--- config.mk ---
export PLATFORM = sky130hd
export DESIGN_NAME = fetch_decode_unit_flat
export DESIGN_NICKNAME = d
export VERILOG_FILES = /design/src/rtl/k_and_s_pkg.sv /design/src/rtl/fetch_decode_unit_if.sv /design/src/rtl/instruction_decoder.sv /design/src/rtl/fetch_decode_unit.sv /design/src/flat_wrapper.sv
export SDC_FILE = /design/constraint.sdc
export NUM_CORES = 1
export LEC_CHECK = 0
export BUFFER_PORTS_ARGS = -buffer_cell sky130_fd_sc_hd__buf_2
export CAP_MARGIN = 20
export CORE_MARGIN = 2
export CORE_UTILIZATION = 35
export CTS_CLUSTER_DIAMETER = 100
export DETAILED_ROUTE_END_ITERATION = 16
export PLACE_DENSITY = 0.7
export SKIP_LAST_GASP = 1
export SYNTH_ARGS = -nofsm -noshare
export SYNTH_HDL_FRONTEND = slang
export SYNTH_HIERARCHICAL = 1
export SYNTH_SLANG_ARGS = --single-unit
--- constraint.sdc ---
create_clock -name clk -period 5.4 [get_ports clk]
set_clock_uncertainty 0.1 [all_clocks]
set_input_delay 0 -clock clk [delete_from_list [all_inputs] [get_ports clk]]
set_output_delay 0 -clock clk [all_outputs]
set_load 0.05 [all_outputs]
--- src/rtl/k_and_s_pkg.sv ---
// Shared definitions for the K-and-S instruction-side datapath: decoded
// instruction type, ISA opcodes and instruction field positions.
package k_and_s_pkg;

  localparam int unsigned ADDR_W_DEFAULT = 5;
  localparam int unsigned DATA_W_DEFAULT = 16;

  // Instruction field positions
  localparam int unsigned OPC_MSB      = 15;
  localparam int unsigned OPC_LSB      = 8;
  localparam int unsigned MEM_ADDR_LSB = 0;

  typedef enum logic [3:0] {
    I_NOP,
    I_BRANCH,
    I_BZERO,
    I_BNEG,
    I_BOV,
    I_BNZERO,
    I_BNNEG,
    I_BNOV,
    I_LOAD,
    I_STORE,
    I_MOVE,
    I_ADD,
    I_SUB,
    I_AND,
    I_OR,
    I_HALT
  } decoded_instruction_type;

  // ISA opcodes, ir[OPC_MSB:OPC_LSB]
  localparam logic [7:0] OPC_NOP    = 8'h00;
  localparam logic [7:0] OPC_BRANCH = 8'h01;
  localparam logic [7:0] OPC_BZERO  = 8'h02;
  localparam logic [7:0] OPC_BNEG   = 8'h03;
  localparam logic [7:0] OPC_BOV    = 8'h05;
  localparam logic [7:0] OPC_BNZERO = 8'h0A;
  localparam logic [7:0] OPC_BNNEG  = 8'h0B;
  localparam logic [7:0] OPC_BNOV   = 8'h0D;
  localparam logic [7:0] OPC_LOAD   = 8'h81;
  localparam logic [7:0] OPC_STORE  = 8'h82;
  localparam logic [7:0] OPC_MOVE   = 8'h91;
  localparam logic [7:0] OPC_ADD    = 8'hA1;
  localparam logic [7:0] OPC_SUB    = 8'hA2;
  localparam logic [7:0] OPC_AND    = 8'hA3;
  localparam logic [7:0] OPC_OR     = 8'hA4;
  localparam logic [7:0] OPC_HALT   = 8'hFF;

  // Three-operand ALU instructions share one register-field layout
  function automatic logic is_alu_op(decoded_instruction_type ins);
    return (ins == I_ADD) || (ins == I_SUB) || (ins == I_AND) || (ins == I_OR);
  endfunction

endpackage

--- src/rtl/fetch_decode_unit_if.sv ---
// Bus between control_unit (master) and fetch_decode_unit (slave): control
// strobes, RAM read data, raw ALU flags and the decoded/registered results.
interface fetch_decode_unit_if #(
  parameter int unsigned ADDR_W = k_and_s_pkg::ADDR_W_DEFAULT,
  parameter int unsigned DATA_W = k_and_s_pkg::DATA_W_DEFAULT
);
  import k_and_s_pkg::*;

  logic                    pc_enable;
  logic                    branch;
  logic                    ir_enable;
  logic                    addr_sel;
  logic                    flags_reg_enable;
  logic [DATA_W-1:0]       ram_data;
  logic                    alu_zero;
  logic                    alu_neg;
  logic                    alu_uov;
  logic                    alu_sov;

  logic [ADDR_W-1:0]       ram_addr;
  decoded_instruction_type decoded_instruction;
  logic [1:0]              a_addr;
  logic [1:0]              b_addr;
  logic [1:0]              c_addr;
  logic                    zero_op;
  logic                    neg_op;
  logic                    unsigned_overflow;
  logic                    signed_overflow;
  logic [ADDR_W-1:0]       pc_out;
  logic                    illegal_opcode;

  modport master (
    output pc_enable, branch, ir_enable, addr_sel, flags_reg_enable, ram_data,
           alu_zero, alu_neg, alu_uov, alu_sov,
    input  ram_addr, decoded_instruction, a_addr, b_addr, c_addr, zero_op, neg_op,
           unsigned_overflow, signed_overflow, pc_out, illegal_opcode
  );

  modport slave (
    input  pc_enable, branch, ir_enable, addr_sel, flags_reg_enable, ram_data,
           alu_zero, alu_neg, alu_uov, alu_sov,
    output ram_addr, decoded_instruction, a_addr, b_addr, c_addr, zero_op, neg_op,
           unsigned_overflow, signed_overflow, pc_out, illegal_opcode
  );

endinterface

--- src/rtl/instruction_decoder.sv ---
// Combinational decode of the instruction register: opcode lookup plus the
// register-file index fields, whose layout depends on the instruction class.
module instruction_decoder
  import k_and_s_pkg::*;
#(
  parameter int unsigned DATA_W = DATA_W_DEFAULT
) (
  input  logic [DATA_W-1:0]       ir,
  output decoded_instruction_type decoded_instruction,
  output logic [1:0]              a_addr,
  output logic [1:0]              b_addr,
  output logic [1:0]              c_addr,
  output logic                    illegal_opcode
);

  logic [7:0] opcode;
  assign opcode = ir[OPC_MSB:OPC_LSB];

  // ir[7] carries no field in this ISA
  logic unused_ir_bit;
  assign unused_ir_bit = ir[7];

  // Opcode lookup; unknown opcodes execute as NOP and are flagged
  always_comb begin
    decoded_instruction = I_NOP;
    illegal_opcode      = 1'b0;
    case (opcode)
      OPC_NOP:    decoded_instruction = I_NOP;
      OPC_BRANCH: decoded_instruction = I_BRANCH;
      OPC_BZERO:  decoded_instruction = I_BZERO;
      OPC_BNEG:   decoded_instruction = I_BNEG;
      OPC_BOV:    decoded_instruction = I_BOV;
      OPC_BNZERO: decoded_instruction = I_BNZERO;
      OPC_BNNEG:  decoded_instruction = I_BNNEG;
      OPC_BNOV:   decoded_instruction = I_BNOV;
      OPC_LOAD:   decoded_instruction = I_LOAD;
      OPC_STORE:  decoded_instruction = I_STORE;
      OPC_MOVE:   decoded_instruction = I_MOVE;
      OPC_ADD:    decoded_instruction = I_ADD;
      OPC_SUB:    decoded_instruction = I_SUB;
      OPC_AND:    decoded_instruction = I_AND;
      OPC_OR:     decoded_instruction = I_OR;
      OPC_HALT:   decoded_instruction = I_HALT;
      default:    illegal_opcode      = 1'b1;
    endcase
  end

  // Register-index fields per instruction class; everything else reads zero
  always_comb begin
    a_addr = 2'd0;
    b_addr = 2'd0;
    c_addr = 2'd0;
    if (is_alu_op(decoded_instruction)) begin
      c_addr = ir[5:4];
      a_addr = ir[3:2];
      b_addr = ir[1:0];
    end else if (decoded_instruction == I_MOVE) begin
      c_addr = ir[3:2];
      a_addr = ir[1:0];
    end else if (decoded_instruction == I_LOAD) begin
      c_addr = ir[6:5];
    end else if (decoded_instruction == I_STORE) begin
      a_addr = ir[6:5];
    end
  end

endmodule

--- src/rtl/fetch_decode_unit.sv ---
// Instruction-side datapath: PC, IR and flags registers, RAM address mux and
// the instruction decoder feeding control_unit.
module fetch_decode_unit
  import k_and_s_pkg::*;
#(
  parameter int unsigned ADDR_W = ADDR_W_DEFAULT,
  parameter int unsigned DATA_W = DATA_W_DEFAULT
) (
  input logic                clk,
  input logic                rst,
  fetch_decode_unit_if.slave bus
);

  logic [ADDR_W-1:0] pc_q;
  logic [DATA_W-1:0] ir_q;
  logic [3:0]        flags_q;

  decoded_instruction_type dec_ins;
  logic [1:0]              dec_a;
  logic [1:0]              dec_b;
  logic [1:0]              dec_c;
  logic                    dec_illegal;

  // PC: sequential increment wraps naturally at 2^ADDR_W; branch takes the IR target
  always_ff @(posedge clk or posedge rst) begin
    if (rst) begin
      pc_q <= '0;
    end else if (bus.pc_enable) begin
      pc_q <= bus.branch ? ir_q[MEM_ADDR_LSB +: ADDR_W] : pc_q + 1'b1;
    end
  end

  // IR: ram_data was addressed by the pre-edge PC, so fetch with PC advance is safe
  always_ff @(posedge clk or posedge rst) begin
    if (rst) begin
      ir_q <= '0;
    end else if (bus.ir_enable) begin
      ir_q <= bus.ram_data;
    end
  end

  // Flags: capture raw ALU flags on request, independent of the IR load
  always_ff @(posedge clk or posedge rst) begin
    if (rst) begin
      flags_q <= '0;
    end else if (bus.flags_reg_enable) begin
      flags_q <= {bus.alu_zero, bus.alu_neg, bus.alu_uov, bus.alu_sov};
    end
  end

  instruction_decoder #(
    .DATA_W (DATA_W)
  ) u_decoder (
    .ir                  (ir_q),
    .decoded_instruction (dec_ins),
    .a_addr              (dec_a),
    .b_addr              (dec_b),
    .c_addr              (dec_c),
    .illegal_opcode      (dec_illegal)
  );

  assign bus.ram_addr            = bus.addr_sel ? ir_q[MEM_ADDR_LSB +: ADDR_W] : pc_q;
  assign bus.pc_out              = pc_q;
  assign bus.decoded_instruction = dec_ins;
  assign bus.a_addr              = dec_a;
  assign bus.b_addr              = dec_b;
  assign bus.c_addr              = dec_c;
  assign bus.illegal_opcode      = dec_illegal;
  assign bus.zero_op             = flags_q[3];
  assign bus.neg_op              = flags_q[2];
  assign bus.unsigned_overflow   = flags_q[1];
  assign bus.signed_overflow     = flags_q[0];

endmodule

--- src/flat_wrapper.sv ---
// flat-port wrapper written by rule: the top's interface ports become plain ports
module fetch_decode_unit_flat import k_and_s_pkg::*;
#(
  parameter int unsigned ADDR_W = ADDR_W_DEFAULT,
  parameter int unsigned DATA_W = DATA_W_DEFAULT
)
  (clk, rst, bus_pc_enable, bus_branch, bus_ir_enable, bus_addr_sel, bus_flags_reg_enable, bus_ram_data, bus_alu_zero, bus_alu_neg, bus_alu_uov, bus_alu_sov, bus_ram_addr, bus_decoded_instruction, bus_a_addr, bus_b_addr, bus_c_addr, bus_zero_op, bus_neg_op, bus_unsigned_overflow, bus_signed_overflow, bus_pc_out, bus_illegal_opcode);
  fetch_decode_unit_if #(.ADDR_W(ADDR_W), .DATA_W(DATA_W)) bus_i ();
  input logic clk;
  input logic rst;
  input wire logic [$bits(bus_i.pc_enable)-1:0] bus_pc_enable;
  input wire logic [$bits(bus_i.branch)-1:0] bus_branch;
  input wire logic [$bits(bus_i.ir_enable)-1:0] bus_ir_enable;
  input wire logic [$bits(bus_i.addr_sel)-1:0] bus_addr_sel;
  input wire logic [$bits(bus_i.flags_reg_enable)-1:0] bus_flags_reg_enable;
  input wire logic [$bits(bus_i.ram_data)-1:0] bus_ram_data;
  input wire logic [$bits(bus_i.alu_zero)-1:0] bus_alu_zero;
  input wire logic [$bits(bus_i.alu_neg)-1:0] bus_alu_neg;
  input wire logic [$bits(bus_i.alu_uov)-1:0] bus_alu_uov;
  input wire logic [$bits(bus_i.alu_sov)-1:0] bus_alu_sov;
  output wire logic [$bits(bus_i.ram_addr)-1:0] bus_ram_addr;
  output wire logic [$bits(bus_i.decoded_instruction)-1:0] bus_decoded_instruction;
  output wire logic [$bits(bus_i.a_addr)-1:0] bus_a_addr;
  output wire logic [$bits(bus_i.b_addr)-1:0] bus_b_addr;
  output wire logic [$bits(bus_i.c_addr)-1:0] bus_c_addr;
  output wire logic [$bits(bus_i.zero_op)-1:0] bus_zero_op;
  output wire logic [$bits(bus_i.neg_op)-1:0] bus_neg_op;
  output wire logic [$bits(bus_i.unsigned_overflow)-1:0] bus_unsigned_overflow;
  output wire logic [$bits(bus_i.signed_overflow)-1:0] bus_signed_overflow;
  output wire logic [$bits(bus_i.pc_out)-1:0] bus_pc_out;
  output wire logic [$bits(bus_i.illegal_opcode)-1:0] bus_illegal_opcode;
  assign bus_i.pc_enable = bus_pc_enable;
  assign bus_i.branch = bus_branch;
  assign bus_i.ir_enable = bus_ir_enable;
  assign bus_i.addr_sel = bus_addr_sel;
  assign bus_i.flags_reg_enable = bus_flags_reg_enable;
  assign bus_i.ram_data = bus_ram_data;
  assign bus_i.alu_zero = bus_alu_zero;
  assign bus_i.alu_neg = bus_alu_neg;
  assign bus_i.alu_uov = bus_alu_uov;
  assign bus_i.alu_sov = bus_alu_sov;
  assign bus_ram_addr = bus_i.ram_addr;
  assign bus_decoded_instruction = bus_i.decoded_instruction;
  assign bus_a_addr = bus_i.a_addr;
  assign bus_b_addr = bus_i.b_addr;
  assign bus_c_addr = bus_i.c_addr;
  assign bus_zero_op = bus_i.zero_op;
  assign bus_neg_op = bus_i.neg_op;
  assign bus_unsigned_overflow = bus_i.unsigned_overflow;
  assign bus_signed_overflow = bus_i.signed_overflow;
  assign bus_pc_out = bus_i.pc_out;
  assign bus_illegal_opcode = bus_i.illegal_opcode;
  fetch_decode_unit #(.ADDR_W(ADDR_W), .DATA_W(DATA_W)) u_core (.clk(clk), .rst(rst), .bus(bus_i));
endmodule
======== Word-level counts from Yosys, hierarchy flattened ========
Cells that the tools add are included.
storage, ports and cells
  flip-flop bits (word level) ............. 25
  input bits .............................. 27
cells by class
  $add $sub $neg .......................... 1
  equality and inequality tests ........... 22
  mux-type cells .......................... 12
  reductions and logical operators ........ 5
operators with widths
  operator               count
  $eq A8 B8 Y1 const B   8
  $pmux W4 S15           1
  $eq A4 B4 Y1 const B   7
  $eq A8 B4 Y1 const B   3
  $eq A8 B2 Y1 const B   2
  $mux W2                8
  $reduce_or A16 Y1      1
  $mux W5                2
  $eq A8 B1 Y1 const B   1
  $eq A8 B3 Y1 const B   1
  $logic_not A8 Y1       1
  $add A5 B1 Y5 const B  1
  $logic_or A1 B1 Y1     3
  $mux W1                1

======== Depth between registers and ports, before layout ========
Gate-level depths: netlist (run 1).
  depth in word-level cells ............... 7
  gate-level depth with buffers ........... 7

======== By module ========
Netlist (run 1), hierarchy kept.
by module, submodules not included
  module               instances  cells each  area an instance (µm²)
  fetch_decode_unit    1          81          1,146.1
  instruction_decoder  1          61          465.4

======== Worst setup path before layout (run 1) ========
No wires, ideal clock.
  path type ............................... register to output
  from .................................... register u_core.ir_q[13]
  to ...................................... output bus_b_addr[0]
  arrival ................................. 2.431 ns
  setup slack ............................. 2.869 ns
  cell stages (with the launch flop) ...... 7
  path buffers ............................ 1
  cells stage by stage .................... dfrtp_1 > buf_6 > or4_4 > nor4_1 > nor2_1 > nand2_1 > and3_1
between the ends
  longest elaborated chain between the ends .. 7
RTL lines
  item                                  RTL line                   RTL
  from (decl)                           fetch_decode_unit.sv:15    logic [DATA_W-1:0] ir_q;
  from (signal assigned)                fetch_decode_unit.sv:38    ir_q <= bus.ram_data;
  $eq A8 B8 Y1 (tied with other cells)  instruction_decoder.sv:27  case (opcode)
  $pmux W4 S15 *                        instruction_decoder.sv:27
  net bus_decoded_instruction[3]        flat_wrapper.sv:22         output wire logic [$bits(bus_i.decoded_instruction)-1:0] bus_decoded_instruction;
  $eq A4 B4 Y1                          k_and_s_pkg.sv:52          return (ins == I_ADD) || (ins == I_SUB) || (ins == I_AND) || (ins == I_OR);
  $logic_or A1 B1 Y1 (2 in series)      k_and_s_pkg.sv:52
  $logic_or A1 B1 Y1 *                  k_and_s_pkg.sv:52
  $mux W2 *                             instruction_decoder.sv:53  if (is_alu_op(decoded_instruction)) begin
  to (decl)                             flat_wrapper.sv:24         output wire logic [$bits(bus_i.b_addr)-1:0] bus_b_addr;
Mark *: on every way through the listed nets, which the timed path passes. The rest lies on a longest branch.

======== Worst setup path in the final report (run 1) ========
  from .................................... register u_core.ir_q[10]
  to ...................................... output bus_c_addr[0]
between the ends
  longest elaborated chain between the ends .. 7
RTL lines
  item                                  RTL line                   RTL
  $eq A8 B8 Y1 (tied with other cells)  instruction_decoder.sv:27
  $pmux W4 S15 *                        instruction_decoder.sv:27
  $eq A4 B4 Y1                          k_and_s_pkg.sv:52
  $logic_or A1 B1 Y1 (3 in series)      k_and_s_pkg.sv:52
  $mux W2 *                             instruction_decoder.sv:53
  to (decl)                             flat_wrapper.sv:25         output wire logic [$bits(bus_i.c_addr)-1:0] bus_c_addr;
Mark *: on every way between the ends. The rest lies on a longest branch, timed or not.

==> results.toml, run 1 <==
[worst_setup_path]
r2r_slack_ps = 3980
cp_cell_sequence = "or4bb_1, o32ai_1, a311o_2, a21boi_4, xor2_2, a32o_2, buf_2"
path_buf_inv = 1
end_kind = "primary output"
cp_top_family = "compound AO/OA/AOI/OAI gates"
critical_path.max_stage_delay_ps = 600
crit_slowest_cell = "dfrtp_1"
worstPathRequired_ps = 5300
critPathMaxFanout = 15
r2r_end = "u_core/flags_q[0]"
cp_data_arrival_time_ps = 2700
reg2reg_depth = 2
r2r-start = "u_core/flags_q[0]"
start_kind = "flop"
worstSetupPathType = "reg -> out"

[cells_and_area]
syn2layout_area_growth_pct = 33.9
antenna_cells = 0
fin_cells = 261
fin_util_pct = 48.3
nNetsFinal = 239
drive_above_1_share_pct = 42.6

[power]
vdd_drop_max_mv = 0.112
power.leakage_nw = 0.971
p_per_area_nw_per_um2 = 255

[die]
ios = 52
dieWidth_um = 71.0
start_util_pct = 36.1
core_um2 = 4350
fp.dieH_um = 71.0
rows = 24
dieArea_um2 = 5040

[timing]
setup_violations = 0
rsz0062_at_grt = "false"
fmax_mhz = 357
maxSlewViolCount = 0
relSlewSlack_pct = 40.6
fin_crit_ps = 2800
worst_pin_slew_ps = 889
fin_crit_sh_pct = 51.9
hold_violations = 0
finalSetupTns_ps = 0

[flow_run]
maxCapViolCount = 0

[placement]
placed_cells = 232
port_buffers = 50
post-dp-hpwl_mm = 2.56
gp_congestion = 0.775

[logic_synthesis]
ys_warn_count = 6
syn_inst = 140
avgSynthCellArea_um2 = 11.2
syn_area_um2 = 1570
syn_nets = 168

[cts]
numCtsBuffers = 3
cts_hold_buf = 26
post_cts_buffers = 0
clock_path_buffers = 2
cts_resized = 0
clk_pin_slew_ps = 70
clockRootBuffer = "clkbuf_8"
htreeDepth = 1
cts_tree = "yes"
cts_sinks = 24
clk_latency_ps = 260

[route]
drtAntennaViolNets = 0
drc_errors = 0
drt_pass1_iterations = 4
wirelength_mm = 3.71
routedWlPerCell_um = 14.2
drt_iter0_drc = 143
via_per_inst = 5.21
vias = 1359

[hold_path]
hp-start = "bus_ir_enable"
hp-class = "in -> reg"
min_path_cells = 2
min_to = "u_core/ir_q[8]"

[grt]
grt_pass1_wl_mm = 5.89
grt_util_all_layers_pct = 14.7
grt_overflow = 0
grt_max_degree = 25
antenna_found_initial = 0
first_global_vias = 1237

[outcome]
outcome = "finished, final reports clean"
metal layers:
metal / GRT usage, % / wire length [um] / share of wire [%] / up-vias
met1: 18.6 / 1560 / 42 / 652
met5: 0 / 0 / 0 / -
met4: 5.66 / 53 / 1.4 / 0
met2: 26.2 / 1960 / 53 / 34
met3: 0.855 / 131 / 3.5 / 4
li1: - / - / - / 669
worst max path at each step:
stage | cells after the start | startpoint | to
final | 7 | u_core/ir_q[10] | bus_c_addr[0]
after global routing | 7 | u_core/ir_q[10] | bus_c_addr[0]
after CTS | 7 | u_core/ir_q[10] | bus_c_addr[0]
after detailed placement | 7 | u_core/ir_q[10] | bus_c_addr[0]
after global placement | 7 | u_core/ir_q[10] | bus_c_addr[0]
after floorplan | 6 | u_core/ir_q[13] | bus_b_addr[0]
through the flow:
stage / worst slack (ps) / instance area (um^2) / power (mW) / hold slack [ps]
4_1_cts: 2570 / 2100 / 0.544 / 156
5_1_grt: 2450 / 2100 / 0.566 / 159
2_1_floorplan: 2870 / 1570 / 0.385 / -85.4
3_3_place_gp: 2900 / 1800 / 0.423 / 134
3_5_place_dp: 2880 / 1800 / 0.425 / 134
6_report: 2600 / 2100 / 0.537 / 156
flip-flops by register name, summed over array words and instances, names as in the netlist:
signal	cells
u_core/bus.pc_out	5
u_core/flags_q	4
u_core/ir_q	15
cell usage in the layout (no fill, tap or decap), drive strengths merged, types with 3 or more instances in the layout:
| cell | count |
|---|---|
| clkbuf | 3 |
| o22ai | 3 |
| xor2 | 3 |
| and3 | 4 |
| a32o | 4 |
| buf | 50 |
| dfrtp | 24 |
| nand2 | 5 |
| inv | 3 |
| dlygate4sd3 | 26 |
| nor2 | 6 |
| nor2b | 3 |
| a31o | 3 |
| a21oi | 5 |
| nand4 | 5 |
| mux2 | 25 |
| o21ai | 6 |
power by group:
| group | internal (mW) | leakage [nW] | switching (mW) |
|---|---|---|---|
| combinational | 0.0811 | 0.669 | 0.116 |
| sequential | 0.201 | 0.280 | 0.0395 |
| clock | 0.0497 | 0.0216 | 0.0498 |
worst reg2reg max path, cell delays in order, from the launching register on:
cell,delay [ps]
dfrtp_1,380
mux2_2,260
dlygate4sd3_1,560
final cells by class:
type | count | area, um^2
Inverter | 3 | 11.3
Clock buffer | 3 | 41.3
Tap cell | 52 | 65.1
Timing Repair Buffer | 76 | 510
Fill cell | 398 | 2250
Multi-Input combinational cell | 103 | 876
Sequential cell | 24 | 601
Note: power is estimated with default switching activity, not from simulation.
==> run 2: changes to the inputs <==
Clock period 5.4 ns to 2.8 ns, I/O delays scaled along.
==> run 2 against run 1 <==
Compared with the run above:
- sequential power grew 90%
- utilization grew 1.2 points
- hold slack gained 2.2 ps
- combinational power grew 99%
- sequential share of layout area shrank 0.62 points
- register-to-register slack lost 2600 ps
- critical path depth is the same
- clock-buffer cell count grew 1
- non-clock buffer count grew 2
- largest power group unchanged
==> results.toml, run 2 (same netlist as run 1, synthesis figures left out) <==
[flow_run]
maxCapViolCount = 0

[cells_and_area]
multi_input_area_um2 = 887
antenna_cells = 0
largest_reg_flops = 15
syn2layout_area_growth_pct = 37.2
final_cell_mix = "46 x buf_2, 26 x dlygate4sd3_1, 23 x dfrtp_1"
regMostFlops = "u_core/ir_q"
seq_area_um2 = 602
fillers = 398
fin_cells = 264
drive_above_1_share_pct = 43.9
final_common_cell = "buf_2"
nNetsFinal = 241
fin_util_pct = 49.5

[placement]
port_buffers = 50
placed_cells = 234
post-dp-hpwl_mm = 2.57
gp_congestion = 0.771

[route]
wirelength_mm = 3.64
vias = 1361
routedWlPerCell_um = 13.8
drt_pass1_iterations = 4
drt_iter0_drc = 125
drc_errors = 0
drtAntennaViolNets = 0
via_per_inst = 5.16

[cts]
numCtsBuffers = 3
clockRootBuffer = "clkbuf_8"
post_cts_buffers = 0
clk_pin_slew_ps = 80
cts_sinks = 24
clock_path_buffers = 2
cts_tree = "yes"
htreeDepth = 1
clk_latency_ps = 260

[grt]
grt_pass1_wl_mm = 6.02
antenna_found_initial = 0
grt_overflow = 0
grt_max_degree = 25
grt_util_all_layers_pct = 14.8
first_global_vias = 1263

[timing]
maxSlewViolCount = 0
setup_violations = 0
fin_crit_ps = 2670
worst_pin_slew_ps = 907
fmax_mhz = 375
finalSetupTns_ps = 0
rsz0062_at_grt = "false"
hold_violations = 0
relSlewSlack_pct = 39.5
fin_crit_sh_pct = 95.3

[worst_setup_path]
cp_data_arrival_time_ps = 2570
worstSetupPathType = "reg -> out"
critical_path.max_stage_delay_ps = 530
end_kind = "primary output"
start_kind = "flop"
cp_cell_sequence = "or4bb_1, o32ai_1, a311o_2, a21boi_4, xor2_4, a31o_2, buf_2"
worstPathRequired_ps = 2700
critPathMaxFanout = 12
crit_slowest_cell = "or4bb_1"

[die]
dieArea_um2 = 5040
ios = 52
core_um2 = 4350
dieWidth_um = 71.0
rows = 24
start_util_pct = 36.1
fp.dieH_um = 71.0

[power]
power.leakage_nw = 0.985
vdd_drop_max_mv = 0.286
p_per_area_nw_per_um2 = 502

[hold_path]
hp-class = "in -> reg"

[outcome]
outcome = "finished, final reports clean"
-- run 2: cell types whose count changed in the layout (fill, tap and decap cells not counted), sizes merged --
cell and change:
clkbuf +5, buf -2
-- run 2: area by class of cell --
cell class	instances	area share (%)
multi-input cells	103	41.1
flip-flops and latches	24	27.9
repair buffers	78	24.8
well taps	52	3.02
clock buffers	4	2.55
inverters	3	0.522
-- run 2: path summary, 6_finish.rpt --
check | start | to | slack [ps] | cells past startpoint
hold / removal | bus_ir_enable | u_core/ir_q[9] | 160 | 2
hold reg to reg | u_core/ir_q[6] | u_core/ir_q[6] | 450 | 1
setup / recovery | u_core/ir_q[13] | bus_a_addr[1] | 130 | 7
min in group asynchronous | rst | u_core/flags_q[3] | 380 | 3
max in group asynchronous | rst | u_core/ir_q[10] | 1610 | 3
setup reg to reg | u_core/flags_q[1] | u_core/flags_q[1] | 1390 | 2
-- run 2: timing repair --
action	4_1_cts	5_1_grt
resized for setup	1	5
hold buffers	26	0
setup endpoints to repair	1	6
hold endpoints to repair	48	0
-- run 2: power by group --
part,internal (mW),switching (mW)
sequential,0.388,0.0696
clock,0.125,0.106
combinational,0.161,0.232
-- run 2: metrics by stage --
step	instance area (um^2)	worst slack, ps	hold slack [ps]	power (mW)
detailed placement	1820	298	134	0.825
global placement	1820	332	133	0.818
global route	2160	6.88	152	1.14
CTS	2130	54.7	149	1.10
finish	2160	132	159	1.08
floorplan	1570	269	-85.4	0.742
-- run 2: worst max-delay path, delay by kind of cell (launching register included) --
family,cells,cell delay (ps)
AOI/OAI and AO/OA,4,780
xor gates and xnor gates,1,220
buffers and inverters,1,250
DFF,1,520
and+or+nand+nor,1,530
-- run 2: metal layers --
layer | global-route usage (%) | vias to the layer above | wire [um]
li1 | - | 674 | -
met1 | 19.9 | 655 | 1660
met2 | 24.9 | 30 | 1850
met3 | 1.42 | 2 | 101
met4 | 5.03 | 0 | 29
met5 | 0 | - | 0
==> run 3: changes to the inputs <==
Settings changed: CORE_UTILIZATION 35 to 33, CTS_CLUSTER_SIZE from default to 25, PLACE_DENSITY 0.7 to 0.67.
==> run 3 against run 2 <==
Compared with the run above:
- first-iteration DRC count down 59%
- global-route usage up 0.30 points
- critical path depth unchanged
- via count up 1.5%
- highest routed layer unchanged
- routed wire length up 2.7%
- die area up 5.7%
- register-to-register slack about the same
==> results.toml, run 3 (same netlist as run 1, synthesis figures left out) <==
[cts]
cts_sinks = 24
htreeDepth = 1
clk_latency_ps = 260
cts_tree = "yes"
post_cts_buffers = 0
clockRootBuffer = "clkbuf_8"
numCtsBuffers = 3
clock_path_buffers = 2
clk_pin_slew_ps = 80

[timing]
finalSetupTns_ps = 0
rsz0062_at_grt = "false"
relSlewSlack_pct = 69.0
hold_violations = 0
worst_pin_slew_ps = 464
fin_ws_ps = 151
holdWs_ps = 158
fmax_mhz = 378
maxSlewViolCount = 0
setup_violations = 0
fin_crit_sh_pct = 94.6
fin_crit_ps = 2650

[worst_setup_path]
end_kind = "primary output"
reg2reg_depth = 2
r2r_slack_ps = 1400
start_kind = "flop"
cp_data_arrival_time_ps = 2550
worstPathRequired_ps = 2700
crit_start = "u_core/ir_q[12]"
worstSetupPathType = "reg -> out"
endpoint = "bus_b_addr[1]"
critPathMaxFanout = 13
r2r_end = "u_core/flags_q[3]"
r2r-start = "u_core/flags_q[3]"

[die]
start_util_pct = 33.7
dieArea_um2 = 5330
rows = 25
core_um2 = 4660
fp.dieH_um = 73.0
ios = 52
dieWidth_um = 73.0

[placement]
port_buffers = 50
gp_congestion = 0.749
pre_cts_ws_ps = 324
post-dp-hpwl_mm = 2.53
place_area_um2 = 1820

[cells_and_area]
largest_reg_flops = 15
fin_area_um2 = 2190
nNetsFinal = 242
syn2layout_area_growth_pct = 39.3
final_cell_mix = "46 x buf_2, 26 x dlygate4sd3_1, 21 x dfrtp_1"
regMostFlops = "u_core/ir_q"
antenna_cells = 0
final_common_cell = "buf_2"
drive_above_1_share_pct = 45.1

[flow_run]
maxCapViolCount = 0

[outcome]
outcome = "finished, final reports clean"

[route]
via_per_inst = 5.17
drc_errors = 0
drt_iter0_drc = 51
drt_pass1_iterations = 4
vias = 1381
wirelength_mm = 3.74
routedWlPerCell_um = 14.0
drtAntennaViolNets = 0

[power]
vdd_drop_max_mv = 0.290
p_sw_share_pct = 37.4
total_power_mw = 1.08
clockPowerShare_pct = 21.1
p_per_area_nw_per_um2 = 494
power.leakage_nw = 0.997
internal-power_mw = 0.677
p_sw_mw = 0.404
combPwrFrac_pct = 36.3
pwr-share-seq_pct = 42.6

[grt]
grt_util_all_layers_pct = 15.1
antenna_found_initial = 0
grt_pass1_wl_mm = 6.33
grt_max_degree = 25
first_global_vias = 1344
grt_overflow = 0

[hold_path]
hp-class = "in -> reg"
hp-start = "bus_ir_enable"
-- run 3: cell types whose count changed in the layout (fill, tap and decap cells not counted) --
cell	change
dfrtp_1	-2
buf_16	+1
dfrtp_2	+2
-- run 3: power by group through the flow --
| stage | sequential, mW | clock, mW | combinational (mW) |
|---|---|---|---|
| after floorplan | 0.506 | 0 | 0.236 |
| after global placement | 0.464 | 0 | 0.352 |
| after detailed placement | 0.466 | 0 | 0.355 |
| after CTS | 0.459 | 0.245 | 0.387 |
| after global routing | 0.472 | 0.259 | 0.420 |
| final | 0.461 | 0.228 | 0.393 |
-- run 3: worst max-delay path, cell delays in order, from the launching register on --
cell and delay [ps]:
dfrtp_2 500, or4_1 630, o22ai_1 190, nor3b_1 120
a21boi_4 190, xor2_4 230, and3_1 200, clkbuf_4 230
-- run 3: worst min path at each step --
stage,cells past startpoint,end
4_1_cts,2,u_core/ir_q[1]
5_1_grt,2,u_core/ir_q[1]
2_1_floorplan,1,u_core/bus.pc_out[0]
3_3_place_gp,2,u_core/flags_q[0]
3_5_place_dp,2,u_core/ir_q[4]
6_report,2,u_core/ir_q[1]
-- run 3: through the flow --
| stage | util (%) | instances |
|---|---|---|
| global placement | 39.1 | 236 |
| detailed placement | 39.1 | 236 |
| floorplan | - | 140 |
| finish | 47.0 | 267 |
| CTS | 45.8 | 266 |
| global route | 47.0 | 267 |
-- run 3: per-layer routing --
layer | vias to the layer above | track usage [%] | part of all wire, % | routed length [um]
met5 | - | 0 | 0 | 0
met4 | 0 | 3.70 | 0.51 | 19
met3 | 2 | 1.93 | 3.6 | 135
met2 | 34 | 25.1 | 50 | 1870
met1 | 669 | 20.6 | 46 | 1720
li1 | 676 | - | - | -
-- run 3: repair_timing --
action / 4_1_cts / 5_1_grt
gates resized for setup: 0 / 8
endpoints found under the hold margin: 48 / 0
setup endpoints to repair: 0 / 6
hold buffers: 26 / 0
-- run 3: layout make-up --
type / count / area, um^2
multi-input cells: 103 / 887
repair buffers: 79 / 563
well taps: 54 / 67.6
flip-flops and latches: 24 / 604
clock buffers: 4 / 55.1
inverters: 3 / 11.3
fillers: 441 / 2470
